[config.mk]
export PLATFORM = sky130hd
export DESIGN_NAME = store_rmw_controller
export DESIGN_NICKNAME = d
export VERILOG_FILES = /design/src/rtl/store_rmw_controller_pkg.sv /design/src/rtl/store_memory_encoder.sv /design/src/rtl/store_rmw_controller.sv
export SDC_FILE = /design/constraint.sdc
export NUM_CORES = 1
export LEC_CHECK = 0
export ABC_AREA = 0
export CAP_MARGIN = 15
export CORE_ASPECT_RATIO = 0.5
export CORE_MARGIN = 10
export CORE_UTILIZATION = 50
export CTS_CLUSTER_SIZE = 24
export DETAILED_ROUTE_END_ITERATION = 16
export PLACE_DENSITY = 0.94
export SLEW_MARGIN = 5
export SYNTH_ARGS = -nofsm -noshare
export SYNTH_HDL_FRONTEND = slang
export SYNTH_SLANG_ARGS = --single-unit
[constraint.sdc]
create_clock -name clk -period 4.11 [get_ports clk]
set_clock_uncertainty 0.05 [all_clocks]
set_input_delay 0.6165 -clock clk [delete_from_list [all_inputs] [get_ports clk]]
set_output_delay 0.6165 -clock clk [all_outputs]
set_load 0.05 [all_outputs]
[src/rtl/store_rmw_controller_pkg.sv]
// ---------------------------------------------------------------------------
// store_rmw_controller_pkg
//   Shared types and helpers for the store read-modify-write controller.
//   Contents:
//     state_t        - controller state encoding
//     MAX_ADDR_WIDTH - widest address the word_align helper handles
//     word_align()   - clears the byte-offset bits of an address
//   Revision: 1.0
// ---------------------------------------------------------------------------
`default_nettype none

package store_rmw_controller_pkg;

  typedef enum logic [2:0] {
    IDLE  = 3'd0,
    READ  = 3'd1,
    RWAIT = 3'd2,
    WRITE = 3'd3,
    RESP  = 3'd4,
    ERR   = 3'd5
  } state_t;

  localparam int unsigned MAX_ADDR_WIDTH = 64;

  // Callers zero-extend into this width and truncate the result back.
  function automatic logic [MAX_ADDR_WIDTH-1:0] word_align(
    input logic [MAX_ADDR_WIDTH-1:0] addr
  );
    return {addr[MAX_ADDR_WIDTH-1:2], 2'b00};
  endfunction

endpackage

`default_nettype wire

[src/rtl/store_memory_encoder.sv]
// ---------------------------------------------------------------------------
// store_memory_encoder
//   Places right-aligned store data into its byte lanes and produces the
//   matching lane mask. Flags stores that would cross a word boundary.
//   Ports:
//     store_type [1:0]  in  STORE_B / STORE_H / STORE_W
//     addr_lo    [1:0]  in  byte offset within the word
//     wdata      [31:0] in  right-aligned store data
//     data       [31:0] out lane-shifted data (bits outside mask are junk)
//     mask       [31:0] out bit mask of the lanes written
//     exception         out store is misaligned for its width
//   Unknown store types produce a zero mask and no exception; the caller
//   decides how to treat them.
//   Revision: 1.0
// ---------------------------------------------------------------------------
`ifndef STORE_MEMORY_ENCODER_DEFS
`define STORE_MEMORY_ENCODER_DEFS
`define STORE_B 2'b00
`define STORE_H 2'b01
`define STORE_W 2'b10
`endif

`default_nettype none

module store_memory_encoder (
  input  logic [1:0]  store_type,
  input  logic [1:0]  addr_lo,
  input  logic [31:0] wdata,
  output logic [31:0] data,
  output logic [31:0] mask,
  output logic        exception
);

  logic [4:0] shamt;

  assign shamt = {addr_lo, 3'b000};

  always_comb begin
    data      = wdata << shamt;
    mask      = 32'h0000_0000;
    exception = 1'b0;
    case (store_type)
      `STORE_B: begin
        mask = 32'h0000_00FF << shamt;
      end
      `STORE_H: begin
        // Any halfword that stays inside the word is legal (offsets 0..2).
        mask      = 32'h0000_FFFF << shamt;
        exception = (addr_lo == 2'd3);
      end
      `STORE_W: begin
        data      = wdata;
        mask      = 32'hFFFF_FFFF;
        exception = (addr_lo != 2'd0);
      end
      default: begin
      end
    endcase
  end

endmodule

`default_nettype wire

[src/rtl/store_rmw_controller.sv]
// ---------------------------------------------------------------------------
// store_rmw_controller
//   Issues core stores onto a word-wide memory port without byte enables.
//   Full words are written directly; bytes and halfwords are read, merged
//   and written back. Misaligned or illegal stores get an error response
//   without touching memory. One store outstanding at a time.
//   Ports:
//     clk, rst_n                      clock, async active-low reset
//     req_valid/ready/type/addr/wdata store request from execute stage
//     resp_valid/ready/misaligned     completion / error response
//     mem_valid/ready/we/addr/wdata   memory request channel
//     mem_rvalid, mem_rdata           memory read return
//   Revision: 1.0
// ---------------------------------------------------------------------------
`default_nettype none

module store_rmw_controller
  import store_rmw_controller_pkg::*;
#(
  parameter int ADDR_WIDTH = 32
) (
  input  logic                  clk,
  input  logic                  rst_n,
  input  logic                  req_valid,
  output logic                  req_ready,
  input  logic [1:0]            req_type,
  input  logic [ADDR_WIDTH-1:0] req_addr,
  input  logic [31:0]           req_wdata,
  output logic                  resp_valid,
  input  logic                  resp_ready,
  output logic                  resp_misaligned,
  output logic                  mem_valid,
  input  logic                  mem_ready,
  output logic                  mem_we,
  output logic [ADDR_WIDTH-1:0] mem_addr,
  output logic [31:0]           mem_wdata,
  input  logic                  mem_rvalid,
  input  logic [31:0]           mem_rdata
);

  state_t                state;
  state_t                state_next;
  logic [ADDR_WIDTH-1:0] addr_q;
  logic [31:0]           enc_data_q;
  logic [31:0]           mask_q;
  logic [31:0]           wdata_q;

  logic [31:0]           enc_data;
  logic [31:0]           enc_mask;
  logic                  enc_exception;
  logic                  type_legal;
  logic                  accept;

  store_memory_encoder u_encoder (
    .store_type (req_type),
    .addr_lo    (req_addr[1:0]),
    .wdata      (req_wdata),
    .data       (enc_data),
    .mask       (enc_mask),
    .exception  (enc_exception)
  );

  assign type_legal = (req_type == `STORE_B) || (req_type == `STORE_H) ||
                      (req_type == `STORE_W);
  assign accept     = req_valid && (state == IDLE);

  // Address and write data come straight from registers, so they cannot
  // move while a memory request is stalled.
  assign mem_addr  = ADDR_WIDTH'(word_align(MAX_ADDR_WIDTH'(addr_q)));
  assign mem_wdata = wdata_q;

  always_ff @(posedge clk or negedge rst_n) begin
    if (!rst_n) begin
      state <= IDLE;
    end else begin
      state <= state_next;
    end
  end

  always_comb begin
    state_next      = state;
    req_ready       = 1'b0;
    resp_valid      = 1'b0;
    resp_misaligned = 1'b0;
    mem_valid       = 1'b0;
    mem_we          = 1'b0;
    case (state)
      IDLE: begin
        req_ready = 1'b1;
        if (req_valid) begin
          if (enc_exception || !type_legal) begin
            state_next = ERR;
          end else if (req_type == `STORE_W) begin
            state_next = WRITE;
          end else begin
            state_next = READ;
          end
        end
      end
      READ: begin
        mem_valid = 1'b1;
        if (mem_ready) begin
          state_next = RWAIT;
        end
      end
      RWAIT: begin
        if (mem_rvalid) begin
          state_next = WRITE;
        end
      end
      WRITE: begin
        mem_valid = 1'b1;
        mem_we    = 1'b1;
        if (mem_ready) begin
          state_next = RESP;
        end
      end
      RESP: begin
        resp_valid = 1'b1;
        if (resp_ready) begin
          state_next = IDLE;
        end
      end
      ERR: begin
        resp_valid      = 1'b1;
        resp_misaligned = 1'b1;
        if (resp_ready) begin
          state_next = IDLE;
        end
      end
      default: begin
        state_next = IDLE;
      end
    endcase
  end

  always_ff @(posedge clk or negedge rst_n) begin
    if (!rst_n) begin
      addr_q     <= '0;
      enc_data_q <= '0;
      mask_q     <= '0;
      wdata_q    <= '0;
    end else begin
      if (accept) begin
        addr_q     <= req_addr;
        enc_data_q <= enc_data;
        mask_q     <= enc_mask;
        // Full-word stores skip the read, so their data is final here.
        if (req_type == `STORE_W) begin
          wdata_q <= req_wdata;
        end
      end else if ((state == RWAIT) && mem_rvalid) begin
        // Mask keeps the encoder's junk bits out of the written word.
        wdata_q <= (mem_rdata & ~mask_q) | (enc_data_q & mask_q);
      end
    end
  end

endmodule

`default_nettype wire

==> results of run 1 <==
==> flip-flops by register name (all words and copies together), names as in the netlist <==
name and count:
enc_data_q 32, mem_wdata 32, addr_q 30, mask_q 4, state 3
==> Yosys cell counts, types with 2 or more instances <==
cell type    n
nand2_1    164
dfrtp_1    101
a21oi_1     53
nor2_1      45
o21ai_1     35
mux2i_1     32
o21ai_0     24
clkbuf_1    23
buf_2       17
nand2b_1    17
nand3b_1    17
a31oi_1     11
a221oi_1    10
o22ai_1      9
a22o_1       8
buf_4        8
nor3b_1      7
ha_1         3
inv_1        3
nor2b_1      3
and2_1       2
buf_6        2
nand3_1      2
==> per-stage QoR <==
step	util	area, um2
5_1_grt	0.706	7210
3_3_place_gp	0.678	6920
3_5_place_dp	0.678	6920
6_report	0.706	7210
4_1_cts	0.706	7210
2_1_floorplan	-	5260
==> per-layer routing <==
metal,global-route usage,share of wire,vias up
met5,0,0,-
met4,0.0784,0.025,0
met3,0.0565,0.080,35
met2,0.355,0.50,186
met1,0.240,0.40,2318
li1,-,-,2354
==> area by class of cell <==
type                    instances  area [um2]  area share
multi-input cells             458        2460       0.341
clock buffers                  10         229      0.0317
clock inverters                 6        63.8     0.00884
flip-flops and latches        101        2530       0.350
repair buffers                176        1740       0.242
well taps                     140         175      0.0243
inverters                       3        11.3     0.00156
==> power breakdown <==
group	internal, mW	leakage [nW]	switching (mW)
sequential	1.42	1.28	0.355
combinational	1.03	1.78	1.85
clock	0.471	0.138	0.370
total	2.92	3.20	2.58
==> kinds of logic (layout without fill, tap and decap cells) <==
family | after synthesis | in the layout | synth area share
buf+inv | 54 | 195 | 0.0512
fa+ha+maj | 3 | 3 | 0.00715
compound gates | 156 | 156 | 0.170
mux | 33 | 33 | 0.0631
simple gates | 263 | 263 | 0.225
xor+xnor | 1 | 1 | 0.00167
other cells | 1 | 2 | 0.000714
flops | 101 | 101 | 0.481
==> worst min path at each step <==
stage                     slack, ns              startpoint  cells past startpoint                        to
after floorplan                0.27                   rst_n                      0    addr_q[10]$_DFFE_PN0P_
after global placement         0.41  addr_q[31]$_DFFE_PN0P_                      2    addr_q[31]$_DFFE_PN0P_
after detailed placement       0.41   addr_q[3]$_DFFE_PN0P_                      2     addr_q[3]$_DFFE_PN0P_
after CTS                      0.35                   rst_n                      1  mem_wdata[4]$_DFFE_PN0P_
after global routing           0.38                   rst_n                      1  mem_wdata[4]$_DFFE_PN0P_
final                          0.31                   rst_n                      1  mem_wdata[4]$_DFFE_PN0P_
==> results.json, run 1 <==
{
  "status": "complete, no violations",
  "crit_buf_inv": 1,
  "maxCapViolCount": 0,
  "yosys_warnings": 0,
  "final_antenna_net_count": 0,
  "cp-startpoint": "state[0]$_DFFE_PN0P_",
  "p_per_area_nw_per_um2": 762,
  "rsz0062_at_grt": "false",
  "finalSetupViolations": 0,
  "synth.ff_latch_count": 101,
  "ys_types": 39,
  "worstReg2RegStart": "state[0]$_DFFE_PN0P_",
  "arrival_ns": 2.22,
  "grt.total_usage": 0.206,
  "synth-edff-count": 0,
  "antenna_found_initial": 0,
  "vias": 4893,
  "cts_buffer_depth": 2,
  "fin_tns_setup_ns": 0,
  "placed_cells": 878,
  "drc": 0,
  "antenna_cells": 0,
  "cts-root-buf": "clkbuf_16",
  "die_w_um": 165,
  "cts_made_buffers": 9,
  "whs_ns": 0.311,
  "reg2reg_to": "mem_wdata[7]$_DFFE_PN0P_",
  "dieHeight_um": 92.5,
  "wl_per_cell_um": 18.0,
  "hold_buffers": 0,
  "avgSynthCellArea_um2": 8.58,
  "gp_congestion": 0.906,
  "die-area_um2": 15300,
  "syn_to_final_growth_pct": 37.4,
  "rows": 26,
  "clkSinkCount": 101,
  "synth_top_area_cell": "dfrtp_1",
  "overflow": 0,
  "layout-drive-gt1-share": 0.0385,
  "cp-end-kind": "primary output",
  "vdd_drop_max_mv": 0.423,
  "dp_hpwl_mm": 11.8,
  "htree_levels": 3,
  "pre_cts_ws_ns": 1.21,
  "required_ns": 3.44,
  "p_total_mw": 5.50,
  "crit_type": "reg2out",
  "instances_no_fill": 894,
  "grt_pass1_vias": 4836,
  "r2r_cells": 5,
  "cpPeakStageDelay_ns": 0.81,
  "start_util": 0.514,
  "async_flop_share": 1.00,
  "insertion_delay_ns": 0.35,
  "path_depth": 3,
  "grt_pass1_wl_mm": 25.3,
  "cts_tree": "yes",
  "layout_common_cells": "clkdlybuf4s50_1 (169), nand2_1 (163), dfrtp_1 (101)",
  "drt_iter0_markers": 447,
  "hold_viol": 0,
  "clkSlewWorstSetupHoldPaths_ns": 0.07,
  "cp-start-kind": "flip-flop",
  "slowest_stage": "clkdlybuf4s50_1",
  "reg2reg_slack_ns": 1.76,
  "fin_crit_sh": 0.703,
  "nFillCells": 739,
  "vias_per_cell": 5.47,
  "crit_end": "mem_we",
  "synth_top_area_frac": 0.481,
  "ios": 173,
  "post-cts-setup-buffers": 0,
  "p_leak_nw": 3.20,
  "io_buffers": 170,
  "cts_resized": 0,
  "ys.flop_type": "dfrtp_1",
  "hp-class": "in2async",
  "critPathTopFamily": "buffers and inverters",
  "syn_area_um2": 5250,
  "core_um2": 10200,
  "firstDrtPassIters": 5,
  "setup_slack_ns": 1.22,
  "tightest_slew_ns": 1.04,
  "grt_start_max_net_pins": 103,
  "synth.area.top_cells": "dfrtp_1 (48%), nand2_1 (12%), mux2i_1 (6.1%), a21oi_1 (5.1%), o21ai_1 (3.3%)",
  "final_common_cell": "clkdlybuf4s50_1",
  "cp_max_fo": 12,
  "crit_chain": "nor2b_1 > and2_1 > clkdlybuf4s50_1",
  "yosysSeqAreaShare": 0.481,
  "maxSlewViolCount": 0,
  "nets": 856,
  "syn_inst": 612,
  "routed_wl_mm": 16.1,
  "period_needed_ns": 2.89,
  "relSlewSlack": 0.306,
  "fmax_mhz": 346
}
Power figures use the tool's default switching activity.
==> run 2, diff against run 1 <==
Settings changed: CORE_UTILIZATION 50 to 42, PLACE_DENSITY 0.94 to 0.85.
Clock period 4.11 ns to 2.4 ns, I/O delays scaled along.
==> results.json, run 2 (same netlist as run 1, synthesis figures left out) <==
{
  "hold_buffers": 1,
  "htree_levels": 3,
  "syn_to_final_growth_pct": 41.3,
  "p_total_mw": 9.67,
  "vias": 4849,
  "wl_per_cell_um": 17.6,
  "final_common_cell": "clkdlybuf4s50_1",
  "slowest_stage": "clkdlybuf4s50_1",
  "rows": 28,
  "p_leak_nw": 3.30,
  "crit_chain": "clkdlybuf4s50_1",
  "start_util": 0.437,
  "ios": 173,
  "clkSlewWorstSetupHoldPaths_ns": 0.07,
  "drt_iter0_markers": 375,
  "drc": 0,
  "cts_made_buffers": 9,
  "clkSinkCount": 101,
  "gp_congestion": 0.873,
  "crit_buf_inv": 1,
  "die-area_um2": 17700,
  "overflow": 0,
  "dp_hpwl_mm": 12.4,
  "holdPathStages": 2,
  "cpPeakStageDelay_ns": 0.85,
  "cp_max_fo": 2,
  "firstDrtPassIters": 5,
  "required_ns": 1.99,
  "path_depth": 1,
  "fin_crit_sh": 0.822,
  "rsz0062_at_grt": "false",
  "nFillCells": 978,
  "finalSetupViolations": 0,
  "insertion_delay_ns": 0.34,
  "grt_pass1_vias": 4847,
  "grt_pass1_wl_mm": 26.1,
  "maxSlewViolCount": 0,
  "arrival_ns": 1.56,
  "grt_start_max_net_pins": 79,
  "placed_cells": 914,
  "antenna_found_initial": 0,
  "routed_wl_mm": 16.4,
  "crit_type": "reg2out",
  "relSlewSlack": 0.630,
  "dieHeight_um": 99.1,
  "final_antenna_net_count": 0,
  "cp-start-kind": "flip-flop",
  "instances_no_fill": 931,
  "vdd_drop_max_mv": 0.732,
  "grt.total_usage": 0.183,
  "nets": 868,
  "r2r_cells": 5,
  "vias_per_cell": 5.21,
  "antenna_cells": 0,
  "cts_buffer_depth": 2,
  "cts_resized": 0,
  "cp-end-kind": "primary output",
  "p_per_area_nw_per_um2": 1300,
  "die_w_um": 178,
  "maxCapViolCount": 0,
  "tightest_slew_ns": 0.553,
  "layout_common_cells": "clkdlybuf4s50_1 (164), nand2_1 (163), dfrtp_1 (101)",
  "status": "complete, no violations",
  "layout-drive-gt1-share": 0.0587,
  "core_um2": 12000,
  "post-cts-setup-buffers": 0,
  "fin_tns_setup_ns": 0,
  "critPathTopFamily": "buffers and inverters",
  "cts-root-buf": "clkbuf_16",
  "io_buffers": 170,
  "hold_viol": 0,
  "cts_tree": "yes",
  "fmax_mhz": 507,
  "hp-class": "reg2reg",
  "period_needed_ns": 1.97
}
==> run 2: cell types whose count changed in the layout (fill, tap and decap cells not counted) <==
cell             change
buf_4               +12
buf_12               +4
bufinv_16            +2
dlygate4sd3_1        +1
clkdlybuf4s50_1      -5
clkinv_2             -1
clkinvlp_4           -1
==> run 2: stage by stage <==
step | utilization | hold slack (ns) | worst slack (ns) | instance area, um2
after global placement | 0.589 | 0.291 | 0.244 | 7070
after CTS | 0.618 | 0.429 | 0.412 | 7420
after floorplan | - | 0.0144 | 0.0695 | 5260
after detailed placement | 0.589 | 0.302 | 0.203 | 7070
after global routing | 0.618 | 0.446 | 0.322 | 7420
final | 0.618 | 0.424 | 0.427 | 7420
==> run 2: layer usage <==
metal | share of wire | vias to the layer above | GRT usage
met5 | 0 | - | 0
met4 | 0.016 | 0 | 0.0497
met3 | 0.067 | 28 | 0.0453
met2 | 0.52 | 149 | 0.326
met1 | 0.39 | 2300 | 0.215
li1 | - | 2372 | -
==> run 2: layout make-up <==
| cell class | count | area (um2) | share of cell area |
|---|---|---|---|
| sequential | 101 | 2530 | 0.340 |
| multi-input combinational | 458 | 2460 | 0.332 |
| timing repair buffer | 188 | 1870 | 0.252 |
| clock buffer | 10 | 229 | 0.0308 |
| tap | 165 | 206 | 0.0278 |
| clock inverter | 6 | 111 | 0.0150 |
| inverter | 3 | 11.3 | 0.00152 |
==> run 2: path summary, 6_finish.rpt <==
path | to | from | slack, ns
max | mem_wdata[30] | mem_wdata[30]$_DFFE_PN0P_ | 0.43
min | addr_q[25]$_DFFE_PN0P_ | addr_q[25]$_DFFE_PN0P_ | 0.42
max reg2reg | mem_wdata[24]$_DFFE_PN0P_ | state[0]$_DFFE_PN0P_ | 0.55
min reg2reg | addr_q[25]$_DFFE_PN0P_ | addr_q[25]$_DFFE_PN0P_ | 0.42
max in group asynchronous | addr_q[29]$_DFFE_PN0P_ | rst_n | 1.10
min in group asynchronous | mem_wdata[6]$_DFFE_PN0P_ | rst_n | 0.47
==> run 2: power by group <==
part           total [mW]  internal (mW)  switching, mW  leakage (nW)
combinational        4.97           1.81           3.16          1.86
sequential           3.04           2.43          0.610          1.28
clock                1.65           1.02          0.633         0.163
==> run 3, diff against run 2 <==
Clock period 2.4 ns to 1.7 ns, I/O delays scaled along.
==> results.json, run 3 (same netlist as run 1, synthesis figures left out) <==
{
  "fin_crit_sh": 0.998,
  "firstDrtPassIters": 5,
  "antenna_found_initial": 0,
  "clockPowerShare": 0.138,
  "whs_ns": 0.373,
  "maxSlewViolCount": 0,
  "cpPeakStageDelay_ns": 0.42,
  "cp-end-kind": "flip-flop",
  "layout-drive-gt1-share": 0.210,
  "dieHeight_um": 99.1,
  "nets": 912,
  "final_common_cell": "nand2_1",
  "finalSetupViolations": 0,
  "p_per_area_nw_per_um2": 1790,
  "drc": 0,
  "crit_type": "reg2reg",
  "slowest_stage": "dfrtp_2",
  "io_buffers": 170,
  "ios": 173,
  "pwr-share-comb": 0.569,
  "p_leak_nw": 3.70,
  "cp-start-kind": "flip-flop",
  "wl_per_cell_um": 19.0,
  "overflow": 0,
  "vdd_drop_max_mv": 1.09,
  "grt.total_usage": 0.187,
  "antenna_cells": 0,
  "grt_pass1_vias": 5044,
  "status": "complete, no violations",
  "die_w_um": 178,
  "hold_viol": 0,
  "cts-root-buf": "clkbuf_16",
  "gp_congestion": 0.858,
  "period_needed_ns": 1.70,
  "rows": 28,
  "hp-class": "in2async",
  "die-area_um2": 17700,
  "core_um2": 12000,
  "layout_common_cells": "nand2_1 (163), clkdlybuf4s50_1 (102), dfrtp_1 (98)",
  "tightest_slew_ns": 0.585,
  "grt_start_max_net_pins": 40,
  "drt_iter0_markers": 443,
  "maxCapViolCount": 0,
  "cts_made_buffers": 9,
  "rsz0062_at_grt": "true",
  "vias": 5335,
  "htree_levels": 3,
  "crit_chain": "buf_6 > nor4b_4 > buf_6 > buf_12 > nor2_2 > a21oi_2 > o21ai_1",
  "netSwitchingFraction": 0.465,
  "final_antenna_net_count": 0,
  "p_int_mw": 7.61,
  "dp_hpwl_mm": 12.7,
  "vias_per_cell": 5.48,
  "p_seq_frac": 0.292,
  "p_sw_mw": 6.61,
  "relSlewSlack": 0.610,
  "fmax_mhz": 589,
  "arrival_ns": 1.87,
  "clkSinkCount": 101,
  "reg2reg_slack_ns": 0.003,
  "syn_to_final_growth_pct": 51.3,
  "clkSlewWorstSetupHoldPaths_ns": 0.07,
  "cts_tree": "yes",
  "required_ns": 1.87,
  "routed_wl_mm": 18.5,
  "start_util": 0.437,
  "cp_max_fo": 7,
  "fin_tns_setup_ns": 0,
  "cts_buffer_depth": 2,
  "insertion_delay_ns": 0.35,
  "grt_pass1_wl_mm": 26.5,
  "crit_path_frequent_cell": "buf_6"
}
[run 3: cell count changes in the layout (fill, tap and decap cells not counted), moves of 5 or more]
cell	previous run	this run
buf_4	19	95
o21ai_0	24	16
buf_6	0	9
clkdlybuf4s50_1	164	102
buf_12	4	20
a21oi_2	0	5
o21ai_1	35	43
a21oi_1	53	47
clkbuf_16	9	14
[run 3: layer usage]
metal	track usage	part of all wire	up-vias
li1	-	-	2469
met1	0.213	0.38	2545
met2	0.339	0.51	264
met3	0.0461	0.080	57
met4	0.0522	0.029	0
met5	0	0	-
[run 3: path summary, 6_finish.rpt]
kind	cells after the start	start	to
max reg2reg	7	state[1]$_DFFE_PN0P_	mem_wdata[5]$_DFFE_PN0P_
min in group clk	3	req_addr[22]	addr_q[22]$_DFFE_PN0P_
min	2	rst_n	mem_wdata[7]$_DFFE_PN0P_
max	7	state[1]$_DFFE_PN0P_	mem_wdata[5]$_DFFE_PN0P_
min reg2reg	2	addr_q[5]$_DFFE_PN0P_	addr_q[5]$_DFFE_PN0P_
max in group asynchronous	3	rst_n	addr_q[6]$_DFFE_PN0P_
[run 3: metrics by stage]
step	cell area (um2)	total power [mW]	util	setup WS [ns]	instances
floorplan	5330	9.14	-	-0.105	613
global placement	7350	11.5	0.612	-0.298	943
detailed placement	7350	11.7	0.612	-0.338	943
CTS	7690	13.8	0.640	0.00569	964
global route	7950	15.0	0.661	-0.0936	974
finish	7950	14.2	0.661	0.00327	974
[run 3: power by group through the flow]
stage,clock network [mW],logic (mW),registers (mW)
6_report,1.97,8.10,4.16
5_1_grt,2.10,8.66,4.29
4_1_cts,1.98,7.66,4.14
3_5_place_dp,0,7.47,4.23
3_3_place_gp,0,7.31,4.18
2_1_floorplan,0,3.00,6.15
[run 3: area by class of cell]
type                            count  area, um2
Clock buffer                       12        256
Fill cell                         898       4070
Sequential cell                   101       2530
Clock inverter                      3       21.3
Timing Repair Buffer              232       2370
Multi-Input combinational cell    458       2550
Tap cell                          165        206
Inverter                            3       11.3
[run 3: critical path: cells and delay by family, from the launching register on]
kind,cells,cell delay (ns)
AO/OA/AOI/OAI,2,0.27
flip-flops,1,0.42
buffers and inverters,3,0.51
AND/OR/NAND/NOR,2,0.32
[run 3: timing repair]
item / CTS / global route
setup buffers: 5 / 3
hold buffers: 1 / 0
setup endpoints to repair: 4 / 69
cloned: 0 / 7
hold endpoints to repair: 34 / 0
pin swaps: 0 / 12
resized for setup: 6 / 20
